--- config.mk ---
export PLATFORM = sky130hd
export DESIGN_NAME = mac_window_feeder
export DESIGN_NICKNAME = d
export VERILOG_FILES = /design/src/rtl/mac_pkg.sv /design/src/rtl/mac_row_shift3.sv /design/src/rtl/mac_window_feeder.sv
export SDC_FILE = /design/constraint.sdc
export NUM_CORES = 1
export LEC_CHECK = 0
export BUFFER_PORTS_ARGS = -buffer_cell sky130_fd_sc_hd__buf_2
export CAP_MARGIN = 10
export CORE_MARGIN = 10
export CORE_UTILIZATION = 45
export CTS_CLUSTER_SIZE = 24
export DETAILED_ROUTE_END_ITERATION = 10
export PLACE_DENSITY = 0.83
export SLEW_MARGIN = 20
export SYNTH_ARGS = -nofsm -noshare
export SYNTH_HDL_FRONTEND = slang
export SYNTH_SLANG_ARGS = --single-unit
--- constraint.sdc ---
create_clock -name clk -period 13.5 [get_ports clk]
set_clock_uncertainty 0.2 [all_clocks]
set_input_delay 2.7 -clock clk [delete_from_list [all_inputs] [get_ports clk]]
set_output_delay 2.7 -clock clk [all_outputs]
set_load 0.05 [all_outputs]
--- src/rtl/mac_pkg.sv ---
// Shared types for the mac window feeder: width defaults, feeder FSM states, column payloads.
package mac_pkg;

  localparam int unsigned IMG_W_DEF = 8;
  localparam int unsigned WGT_W_DEF = 4;

  typedef enum logic [1:0] {
    EMPTY = 2'd0,
    ONE   = 2'd1,
    TWO   = 2'd2,
    FULL  = 2'd3
  } feed_state_e;

  // One column beat, row1 in the LSBs.
  typedef struct packed {
    logic [IMG_W_DEF-1:0] row3;
    logic [IMG_W_DEF-1:0] row2;
    logic [IMG_W_DEF-1:0] row1;
  } col_img_t;

  typedef struct packed {
    logic [WGT_W_DEF-1:0] row3;
    logic [WGT_W_DEF-1:0] row2;
    logic [WGT_W_DEF-1:0] row1;
  } col_wgt_t;

endpackage

--- src/rtl/mac_row_shift3.sv ---
// Three-stage shift register with enable and synchronous clear; one window row.
module mac_row_shift3 #(
  parameter int unsigned W = 8
) (
  input  logic         clk,
  input  logic         i_rst,
  input  logic         i_clr,
  input  logic         i_en,
  input  logic [W-1:0] i_d,
  output logic [W-1:0] o_old,
  output logic [W-1:0] o_mid,
  output logic [W-1:0] o_new
);

  always_ff @(posedge clk or posedge i_rst) begin
    if (i_rst) begin
      o_old <= '0;
      o_mid <= '0;
      o_new <= '0;
    end else if (i_clr) begin
      o_old <= '0;
      o_mid <= '0;
      o_new <= '0;
    end else if (i_en) begin
      o_old <= o_mid;
      o_mid <= o_new;
      o_new <= i_d;
    end
  end

endmodule

--- src/rtl/mac_window_feeder.sv ---
// Column-stream to 3x3 sliding window feeder driving the mac window inputs.
module mac_window_feeder
  import mac_pkg::*;
#(
  parameter int unsigned COLS  = 128,
  parameter int unsigned IMG_W = IMG_W_DEF,
  parameter int unsigned WGT_W = WGT_W_DEF,
  parameter int unsigned CNT_W = 16
) (
  input  logic               clk,
  input  logic               i_rst,
  input  logic               i_clear,
  input  logic               i_hold,
  input  logic               i_col_valid,
  output logic               i_col_ready,
  input  logic [3*IMG_W-1:0] i_col_img,
  input  logic [3*WGT_W-1:0] i_col_wgt,
  input  logic               i_col_last,
  output logic [IMG_W-1:0]   o_im1,
  output logic [IMG_W-1:0]   o_im2,
  output logic [IMG_W-1:0]   o_im3,
  output logic [IMG_W-1:0]   o_im4,
  output logic [IMG_W-1:0]   o_im5,
  output logic [IMG_W-1:0]   o_im6,
  output logic [IMG_W-1:0]   o_im7,
  output logic [IMG_W-1:0]   o_im8,
  output logic [IMG_W-1:0]   o_im9,
  output logic [WGT_W-1:0]   o_ker1,
  output logic [WGT_W-1:0]   o_ker2,
  output logic [WGT_W-1:0]   o_ker3,
  output logic [WGT_W-1:0]   o_ker4,
  output logic [WGT_W-1:0]   o_ker5,
  output logic [WGT_W-1:0]   o_ker6,
  output logic [WGT_W-1:0]   o_ker7,
  output logic [WGT_W-1:0]   o_ker8,
  output logic [WGT_W-1:0]   o_ker9,
  output logic               o_valid,
  output logic               o_stripe_done,
  output logic [CNT_W-1:0]   o_win_cnt,
  output logic               o_len_err
);

  localparam int unsigned CC_W = $clog2(COLS + 1);

  feed_state_e       state_q, state_d;
  logic [CC_W-1:0]   col_cnt_q, col_cnt_d, col_inc;
  logic [CNT_W-1:0]  win_cnt_d;
  logic              valid_d, done_d, err_d;
  logic              accept, at_max, stripe_end;

  logic [IMG_W-1:0]  im_q  [3][3];
  logic [WGT_W-1:0]  ker_q [3][3];

  assign i_col_ready = ~i_hold & ~i_rst;
  assign accept      = i_col_valid & i_col_ready;

  // [row][age]: age 0 is the oldest column, age 2 the newest.
  for (genvar r = 0; r < 3; r++) begin : g_row
    mac_row_shift3 #(.W(IMG_W)) u_im (
      .clk   (clk),
      .i_rst (i_rst),
      .i_clr (i_clear),
      .i_en  (accept),
      .i_d   (i_col_img[r*IMG_W +: IMG_W]),
      .o_old (im_q[r][0]),
      .o_mid (im_q[r][1]),
      .o_new (im_q[r][2])
    );
    mac_row_shift3 #(.W(WGT_W)) u_ker (
      .clk   (clk),
      .i_rst (i_rst),
      .i_clr (i_clear),
      .i_en  (accept),
      .i_d   (i_col_wgt[r*WGT_W +: WGT_W]),
      .o_old (ker_q[r][0]),
      .o_mid (ker_q[r][1]),
      .o_new (ker_q[r][2])
    );
  end

  assign o_im1  = im_q[0][0];
  assign o_im2  = im_q[0][1];
  assign o_im3  = im_q[0][2];
  assign o_im4  = im_q[1][0];
  assign o_im5  = im_q[1][1];
  assign o_im6  = im_q[1][2];
  assign o_im7  = im_q[2][0];
  assign o_im8  = im_q[2][1];
  assign o_im9  = im_q[2][2];
  assign o_ker1 = ker_q[0][0];
  assign o_ker2 = ker_q[0][1];
  assign o_ker3 = ker_q[0][2];
  assign o_ker4 = ker_q[1][0];
  assign o_ker5 = ker_q[1][1];
  assign o_ker6 = ker_q[1][2];
  assign o_ker7 = ker_q[2][0];
  assign o_ker8 = ker_q[2][1];
  assign o_ker9 = ker_q[2][2];

  always_ff @(posedge clk or posedge i_rst) begin
    if (i_rst) begin
      state_q       <= EMPTY;
      col_cnt_q     <= '0;
      o_valid       <= 1'b0;
      o_stripe_done <= 1'b0;
      o_win_cnt     <= '0;
      o_len_err     <= 1'b0;
    end else begin
      state_q       <= state_d;
      col_cnt_q     <= col_cnt_d;
      o_valid       <= valid_d;
      o_stripe_done <= done_d;
      o_win_cnt     <= win_cnt_d;
      o_len_err     <= err_d;
    end
  end

  // A stripe ends on last or when the column count reaches COLS; a mismatch of the two is a length error.
  always_comb begin
    state_d    = state_q;
    col_cnt_d  = col_cnt_q;
    valid_d    = 1'b0;
    done_d     = 1'b0;
    err_d      = o_len_err;
    win_cnt_d  = o_win_cnt;
    col_inc    = col_cnt_q + CC_W'(1);
    at_max     = (col_inc == CC_W'(COLS));
    stripe_end = i_col_last | at_max;

    if (i_clear) begin
      state_d   = EMPTY;
      col_cnt_d = '0;
      err_d     = 1'b0;
      win_cnt_d = '0;
    end else if (accept) begin
      valid_d = (state_q == TWO) || (state_q == FULL);
      if (valid_d) begin
        win_cnt_d = o_win_cnt + CNT_W'(1);
      end
      if (i_col_last != at_max) begin
        err_d = 1'b1;
      end
      if (stripe_end) begin
        state_d   = EMPTY;
        col_cnt_d = '0;
        done_d    = 1'b1;
      end else begin
        col_cnt_d = col_inc;
        case (state_q)
          EMPTY:   state_d = ONE;
          ONE:     state_d = TWO;
          default: state_d = FULL;
        endcase
      end
    end
  end

endmodule
* Word-level counts from Yosys, hierarchy flattened
Index checks and enable logic that the tools add are counted.
Storage, ports and cells: register bits 137
Cells by class: add/subtract/negate cells 2, eq/ne operators 5, mux-type cells 54, bitwise operators 5, reductions and logical operators 7
Operators by type and width (count):
- two-way mux 8 bit | 21
- two-way mux 4 bit | 18
- two-way mux 16 bit | 3
- adder 16 x 1 -> 16 bit (second input constant) | 1
- adder 8 x 1 -> 8 bit (second input constant) | 1
- equality test 8 bit (second input constant) | 1
- two-way mux 1 bit | 8
- two-way mux 2 bit | 3
- nonzero test 2 bit | 3
- equality test 2 bit (second input constant) | 2
- one-hot mux 2 bit (2 select lines) | 1
- AND reduction 2 bit | 2
- bitwise AND 1 bit | 2
- equality test 2 x 1 -> 1 bit (second input constant) | 1
- logical NOT 2 bit | 1
- NOT 1 bit | 2
- logical OR 1 bit | 1
- != test 1 bit | 1
- bitwise OR 1 bit | 1

* Depth between registers and ports, before layout
Gate-level depths: netlist (run 1).
depth in word-level cells 6, mapped depth 9, depth with buffers taken out 8

* By module
A second synthesis (run 1) with hierarchy kept.
Unflattened totals: cells, all modules 515, area total of the unflattened synthesis 5923.2 µm²
By module, submodules not included:
- mac_row_shift3 (g_row[0].u_im ...) | instances 3, cells an instance 78, area an instance 993.5 µm², sequential area each 600.6 µm²
- mac_window_feeder | instances 1, cells an instance 164, area an instance 1490.2 µm², sequential area each 725.7 µm²
- mac_row_shift3 (g_row[0].u_ker ...) | instances 3, cells an instance 39, area an instance 484.2 µm², sequential area each 300.3 µm²

* Worst setup path before layout (run 1)
Ideal clock, no wire load.
path kind input-to-output, start input port i_rst, end output port i_col_ready, arrival 3.383 ns, setup slack 7.217 ns, stages 1, buffers on the path 0, path through nor2_1
Between the ends: cells in the longest elaborated chain, start to end 2
RTL lines:
- from (decl) | line mac_window_feeder.sv:11 | input logic i_rst,
- NOT 1 bit | line mac_window_feeder.sv:54 | assign i_col_ready = ~i_hold & ~i_rst;
- bitwise AND 1 bit | line mac_window_feeder.sv:54
- to (decl) | line mac_window_feeder.sv:15 | output logic i_col_ready,
No other way between the ends.

* Worst setup path in the final report (run 1)
Ends and elaborated chain as after synthesis.

==> results of run 1 <==
-- sequential cells by signal (all words and copies together) (netlist names), 2 cells and up --
register,cells
g_row.u_ker.o_old,12
g_row.u_im.o_old,24
g_row.u_im.o_new,24
o_win_cnt,16
g_row.u_ker.o_mid,12
g_row.u_ker.o_new,12
col_cnt_q,8
g_row.u_im.o_mid,24
state_q,2
-- logic make-up after synthesis --
| kind of cell | Yosys count | share of synthesized area, % |
|---|---|---|
| multiplexers | 1 | 0.1986 |
| adder cells (fa/ha/maj) | 3 | 0.6622 |
| buffers and inverters | 45 | 3.068 |
| AO/OA/AOI/OAI | 136 | 12.38 |
| flip-flops | 137 | 60.47 |
| XOR/XNOR | 11 | 1.699 |
| AND/OR/NAND/NOR | 290 | 21.52 |
-- worst max-delay path, cell delays in order --
cell,delay (ns)
buf_2,0.15
nor2_1,0.23
buf_2,0.31
-- synthesized netlist by cell type, types with 2 or more instances --
| cell type | instances |
|---|---|
| nor2_1 | 18 |
| ha_1 | 3 |
| clkbuf_1 | 34 |
| o21ai_0 | 12 |
| nand4_1 | 4 |
| buf_1 | 5 |
| or3_1 | 4 |
| o31a_1 | 2 |
| nor3_1 | 3 |
| a21oi_1 | 116 |
| o22ai_1 | 2 |
| nor4_1 | 2 |
| inv_1 | 4 |
| and3_1 | 4 |
| xnor2_1 | 4 |
| nor2b_1 | 3 |
| dfrtp_1 | 137 |
| a21o_1 | 2 |
| nand3_1 | 9 |
| nand2_1 | 232 |
| nor3b_1 | 2 |
| xor2_1 | 7 |
-- power by group through the flow --
stage	Sequential (mW)	Combinational [mW]	Clock [mW]
2_1_floorplan	0.442	0.0260	0
3_3_place_gp	0.426	0.0603	0
3_5_place_dp	0.427	0.0604	0
4_1_cts	0.420	0.0606	0.447
5_1_grt	0.420	0.0652	0.466
6_report	0.420	0.0593	0.437
-- area by class of cell --
cell class,count,area [sq um]
clock buffer,21,460.4
clock inverter,9,100.1
fill,1076,4976
inverter,4,20.02
multi-input combinational,441,2081
sequential,137,3428
tap,168,210.2
timing repair buffer,174,885.9
-- layer usage --
layer	up-vias	GRT usage, %	share of wire [%]
met2	160	24.57	46
li1	2359	-	-
met3	14	6.822	8.4
met1	2263	21.30	44
met4	0	6.357	1.1
met5	-	0	0
-- how the worst max path moves through the flow --
stage               start                  endpoint  slack [ns]  depth (start not counted)
finish              i_rst               i_col_ready        7.20                          3
global route        i_rst               i_col_ready        7.16                          3
CTS                 i_rst               i_col_ready        7.20                          3
detailed placement  i_rst               i_col_ready        7.21                          3
global placement    i_rst               i_col_ready        7.21                          3
floorplan           i_rst  col_cnt_q[0]$_DFFE_PP0P_        6.93                          1
==> impl_metrics.csv, run 1 <==
group,metric,value,unit
status,status,"finished, final reports clean",
yosys,ys_async_sr_fraction,100.0,%
global_route,antenna_found_initial,0,
yosys,ys_types,36,
final_layout,fin_nets,820,
final_layout,final_cell_mix,"nand2_1, buf_2, dfrtp_1, a21oi_1, nor2_1",
yosys,netlist_top_cells_area,"dfrtp_1, nand2_1, a21oi_1, clkbuf_1, nor2_1",
timing,setup-violations-final,0,
clocking,cts_sinks,137,
setup_path,rr_endpoint,"col_cnt_q[2]$_DFFE_PP0P_",
setup_path,rr_startpoint,"col_cnt_q[0]$_DFFE_PP0P_",
power_and_ir_drop,p_leak,3.559,nW
timing,finalWorstSetupSlack,7.200,ns
yosys,synth_ff_type,"dfrtp_1",
timing,hold_viol_final,0,
place,dpl.hpwl,9.910,mm
drt,vias,4796,
worst_hold_path,min_to,"o_len_err$_DFFE_PP0P_",
power_and_ir_drop,p_int,0.7058,mW
final_layout,fin_util,59.08,%
yosys,ys_seq_area_share,60.47,%
final_layout,drive_gt1_share,26.59,%
yosys,synth_area,5669,sq um
timing,worstMarginPinSlew,0.9615,ns
setup_path,cp-start-kind,"input port",
timing,slew_headroom,35.90,%
final_layout,instances_no_fill,954,
place,place_area,6625,sq um
clocking,clkLatencyLatePin,0.41,ns
power_and_ir_drop,power_switching,0.2103,mW
clocking,cts_tree,"done",
yosys,synth_top_cell_by_area,"dfrtp_1",
clocking,cts-root-buf,"clkbuf_16",
drt,dr.pass1.iters,5,
floorplan,num_rows,40,
yosys,synth_top_area_share,60.47,%
final_layout,diodes,0,
final_layout,area_growth,26.75,%
setup_path,worstSetupPathType,"input port to output pin",
global_route,grt_pass1_vias,4779,
timing,rsz0062_at_grt,"no",
timing,setup_tns,0,ns
drt,ant_nets,0,
power_and_ir_drop,p_clk_share,47.7,%
global_route,grt_pass1_wl,24.23,mm
place,globalplace.congestion,0.8136,
floorplan,die_w,132.2,microns
drt,routedWlPerCell,15.51,microns
clocking,cts_buffer_depth,2,
power_and_ir_drop,comb_power_share,6.5,%
global_route,grt_usage,16.64,%
setup_path,crit_fanout,5,
power_and_ir_drop,total_power,0.9161,mW
worst_hold_path,hold_path_depth,2,
clocking,cts_max_level,4,
floorplan,die_h,132.2,microns
floorplan,start_util,46.62,%
timing,min_period,6.300,ns
floorplan,dieArea,17490,sq um
place,place_ws,7.208,ns
yosys,yosys_warnings,0,
drt,routed_via_density,5.027,
yosys,avgSynthCellArea,9.100,sq um
clocking,cts_buffers,17,
drt,drc,0,
setup_path,ff2ff_path_depth,8,
job,maxCapViolations,0,
drt,drt-initial-drc-count,304,
power_and_ir_drop,power.density,127.5,nW/um^2
yosys,syn_inst,623,
yosys,synth_nets,668,
timing,drv_slew,0,
clocking,cts_setup_buffers,0,
setup_path,required,10.60,ns
setup_path,rrSetupSlack,11.16,ns
drt,routed_wirelength,14.80,mm
timing,fmax,0.1587,GHz
timing,holdWs,0.2938,ns
floorplan,placeableCoreArea,12160,sq um
timing,finalCritPeriodShare,46.66,%
clocking,postCtsResizedCells,0,
yosys,synth_seq_cells,137,
yosys,synth_edf_count,0,
setup_path,end_kind,"output pin",
worst_hold_path,holdCritPathClass,"flop to flop",
final_layout,finalInstanceArea,7186,sq um
worst_hold_path,min_from,"o_len_err$_DFFE_PP0P_",
floorplan,ios,170,
global_route,grt_start_max_net_pins,94,
power_and_ir_drop,seqPwrFrac,45.8,%
clocking,cts_hold_buf,0,
global_route,gr-total-overflow,0,
power_and_ir_drop,vdd_drop_max,0.06412,mV
power_and_ir_drop,switching_share,22.95,%
clocking,clkSlewWorstSetupHoldPaths,0.05,ns
place,numPortBuffers,169,
final_layout,final_common_cell,"nand2_1",
place,dpl.cell_count,924,
setup_path,arrival,3.40,ns
(Power assumes the default switching activity.)
==> run 2: changes to the inputs <==
Settings changed: ABC_AREA set to 1, PLACE_DENSITY 0.83 to 0.86.
Clock period 13.5 ns to 5.3 ns, I/O delays scaled along.
==> impl_metrics.csv, run 2 <==
group,metric,value,unit
status,status,"finished, final reports clean",
yosys,synth_nets,633,
setup_path,cp-start-kind,"input port",
setup_path,cp_num_buf_inv,2,
drt,ant_nets,0,
place,globalplace.congestion,0.8583,
final_layout,fin_nets,798,
yosys,synth_edf_count,0,
setup_path,cp.depth,3,
clocking,cts_buffer_depth,2,
final_layout,final_cell_mix,"buf_2, dfrtp_1, nand2_1, inv_1, o21ai_0",
timing,slew_headroom,36.65,%
yosys,ys_types,32,
yosys,synth_top_area_share,59.79,%
drt,routed_wirelength,15.25,mm
power_and_ir_drop,total_power,2.451,mW
timing,holdWs,0.2771,ns
floorplan,die_w,132.9,microns
global_route,grt_pass1_wl,24.23,mm
floorplan,dieArea,17660,sq um
global_route,grt_busiest_layer,"met2",
floorplan,start_util,45.62,%
timing,hold_viol_final,0,
yosys,synth_top_cell_by_area,"dfrtp_1",
floorplan,die_h,132.9,microns
clocking,cts_sinks,137,
final_layout,multi_input_area,1790,sq um
setup_path,worstSetupPathType,"input port to output pin",
timing,fmax,0.3417,GHz
setup_path,critPathMostFrequentCell,"buf_2",
yosys,syn_inst,588,
setup_path,ff2ff_path_depth,10,
power_and_ir_drop,vdd_drop_max,0.2008,mV
yosys,ys_async_sr_fraction,100.0,%
setup_path,max_stage_delay,0.29,ns
timing,drv_slew,0,
yosys,yosys-top-cells-count,"dfrtp_1, nand2_1, inv_1",
yosys,ys_seq_area_share,59.79,%
yosys,yosysMostFrequentCell,"dfrtp_1",
drt,routed_via_density,4.993,
place,numPortBuffers,169,
setup_path,slowest_stage,"buf_2",
timing,worstMarginPinSlew,0.9489,ns
timing,setup-violations-final,0,
clocking,cts_tree,"done",
yosys,synth_ff_type,"dfrtp_1",
final_layout,area_growth,27.14,%
setup_path,crit_path_cell_trace,"buf_2 > nor2_4 > buf_2",
clocking,cts_setup_buffers,0,
power_and_ir_drop,power.density,336.2,nW/um^2
clocking,clkSlewWorstSetupHoldPaths,0.06,ns
timing,rsz0062_at_grt,"no",
global_route,antenna_found_initial,1,
clocking,clkLatencyLatePin,0.42,ns
global_route,globalRouteMet2Util,27.84,%
final_layout,seqCellArea,3428,sq um
yosys,synth_area,5734,sq um
yosys,netlist_top_cells_area,"dfrtp_1, nand2_1, inv_1, o21ai_0, o22ai_2",
final_layout,top_regs,"g_row.u_im.o_mid (24), g_row.u_im.o_new (24), g_row.u_im.o_old (24)",
global_route,gr-total-overflow,0,
global_route,grt_pass1_vias,4771,
drt,drc,0,
drt,vias,4683,
floorplan,placeableCoreArea,12570,sq um
setup_path,arrival,1.67,ns
setup_path,path_delay_family,"buffers and inverters",
drt,drt-initial-drc-count,268,
yosys,yosys_warnings,0,
clocking,cts-root-buf,"clkbuf_16",
power_and_ir_drop,p_leak,3.753,nW
global_route,use_met3,5.867,%
timing,setup_tns,0,ns
yosys,avgSynthCellArea,9.752,sq um
worst_hold_path,hold_path_depth,2,
global_route,use_met1,19.24,%
global_route,grt_start_max_net_pins,107,
final_layout,drive_gt1_share,30.33,%
floorplan,num_rows,41,
clocking,cts_max_level,4,
setup_path,end_kind,"output pin",
drt,routedWlPerCell,16.26,microns
final_layout,fin_util,58.01,%
global_route,grt_usage,17.00,%
place,dpl.hpwl,10.54,mm
setup_path,crit_fanout,3,
timing,min_period,2.926,ns
drt,dr.pass1.iters,5,
clocking,postCtsResizedCells,0,
clocking,cts_hold_buf,0,
timing,finalCritPeriodShare,55.21,%
floorplan,ios,170,
final_layout,fillCellCount,1080,
final_layout,final_common_cell,"buf_2",
setup_path,required,4.04,ns
clocking,cts_buffers,17,
worst_hold_path,holdCritPathClass,"flop to flop",
yosys,synth_seq_cells,137,
job,maxCapViolations,0,
## run 2: changes by cell type after synthesis, moves of 16 or more
cell / previous run / this run
clkbuf_1: 34 / 6
inv_1: 4 / 92
nand2_1: 232 / 115
nor2_1: 18 / 34
a21oi_1: 116 / 10
o21ai_0: 12 / 67
o22ai_2: 0 / 19
## run 2: metal layers
layer,part of all wire [%],up-vias
li1,-,2239
met1,40,2225
met2,50,178
met3,6.8,41
met4,3.2,0
met5,0,-
## run 2: worst paths after layout
kind / startpoint / endpoint / slack, ns
max: i_rst / i_col_ready / 2.37
min: g_row[1].u_im.o_old[4]$_DFFE_PP0P_ / g_row[1].u_im.o_old[4]$_DFFE_PP0P_ / 0.28
max reg2reg: col_cnt_q[0]$_DFFE_PP0P_ / col_cnt_q[2]$_DFFE_PP0P_ / 3.02
min reg2reg: g_row[1].u_im.o_old[4]$_DFFE_PP0P_ / g_row[1].u_im.o_old[4]$_DFFE_PP0P_ / 0.28
max in group asynchronous: i_rst / g_row[0].u_im.o_mid[7]$_DFFE_PP0P_ / 3.27
min in group asynchronous: i_rst / o_win_cnt[10]$_DFFE_PP0P_ / 0.67
## run 2: worst reg2reg max path, delay by kind of cell, from the launching register on
kind	cells	cell delay (ns)
adders and majority gates	2	0.43
buffers and inverters	1	0.06
xor gates and xnor gates	1	0.19
DFF	1	0.40
AOI/OAI and AO/OA	1	0.30
and+or+nand+nor	5	0.60
## run 2: cells by family after synthesis
group | share of synthesized area, %
AO/OA/AOI/OAI | 16.08
XOR/XNOR | 0.7637
adder cells (fa/ha/maj) | 0.6547
buffers and inverters | 9.077
flip-flops | 59.79
AND/OR/NAND/NOR | 13.64
## run 2: report_power, final
group	switching, mW	internal, mW
Sequential	0.00871	1.06
Clock	0.435	0.794
Combinational	0.121	0.0332
Total	0.565	1.89
## run 2: area by class of cell
| type | instances | share of cell area, % |
|---|---|---|
| repair buffers | 172 | 11.91 |
| flip-flops and latches | 137 | 47.02 |
| clock buffers | 19 | 6.075 |
| diodes | 1 | 0.03432 |
| multi-input cells | 329 | 24.56 |
| clock inverters | 12 | 2.403 |
| inverters | 96 | 5.045 |
| well taps | 172 | 2.952 |
## run 2: per-stage QoR
step                      setup WS [ns]  instance area (sq um)  instances
after floorplan                  0.3722                   5734        588
after global placement            2.097                   6670        906
after detailed placement          2.036                   6670        906
after CTS                         2.371                   7288        937
after global routing              2.302                   7291        938
final                             2.374                   7291        938
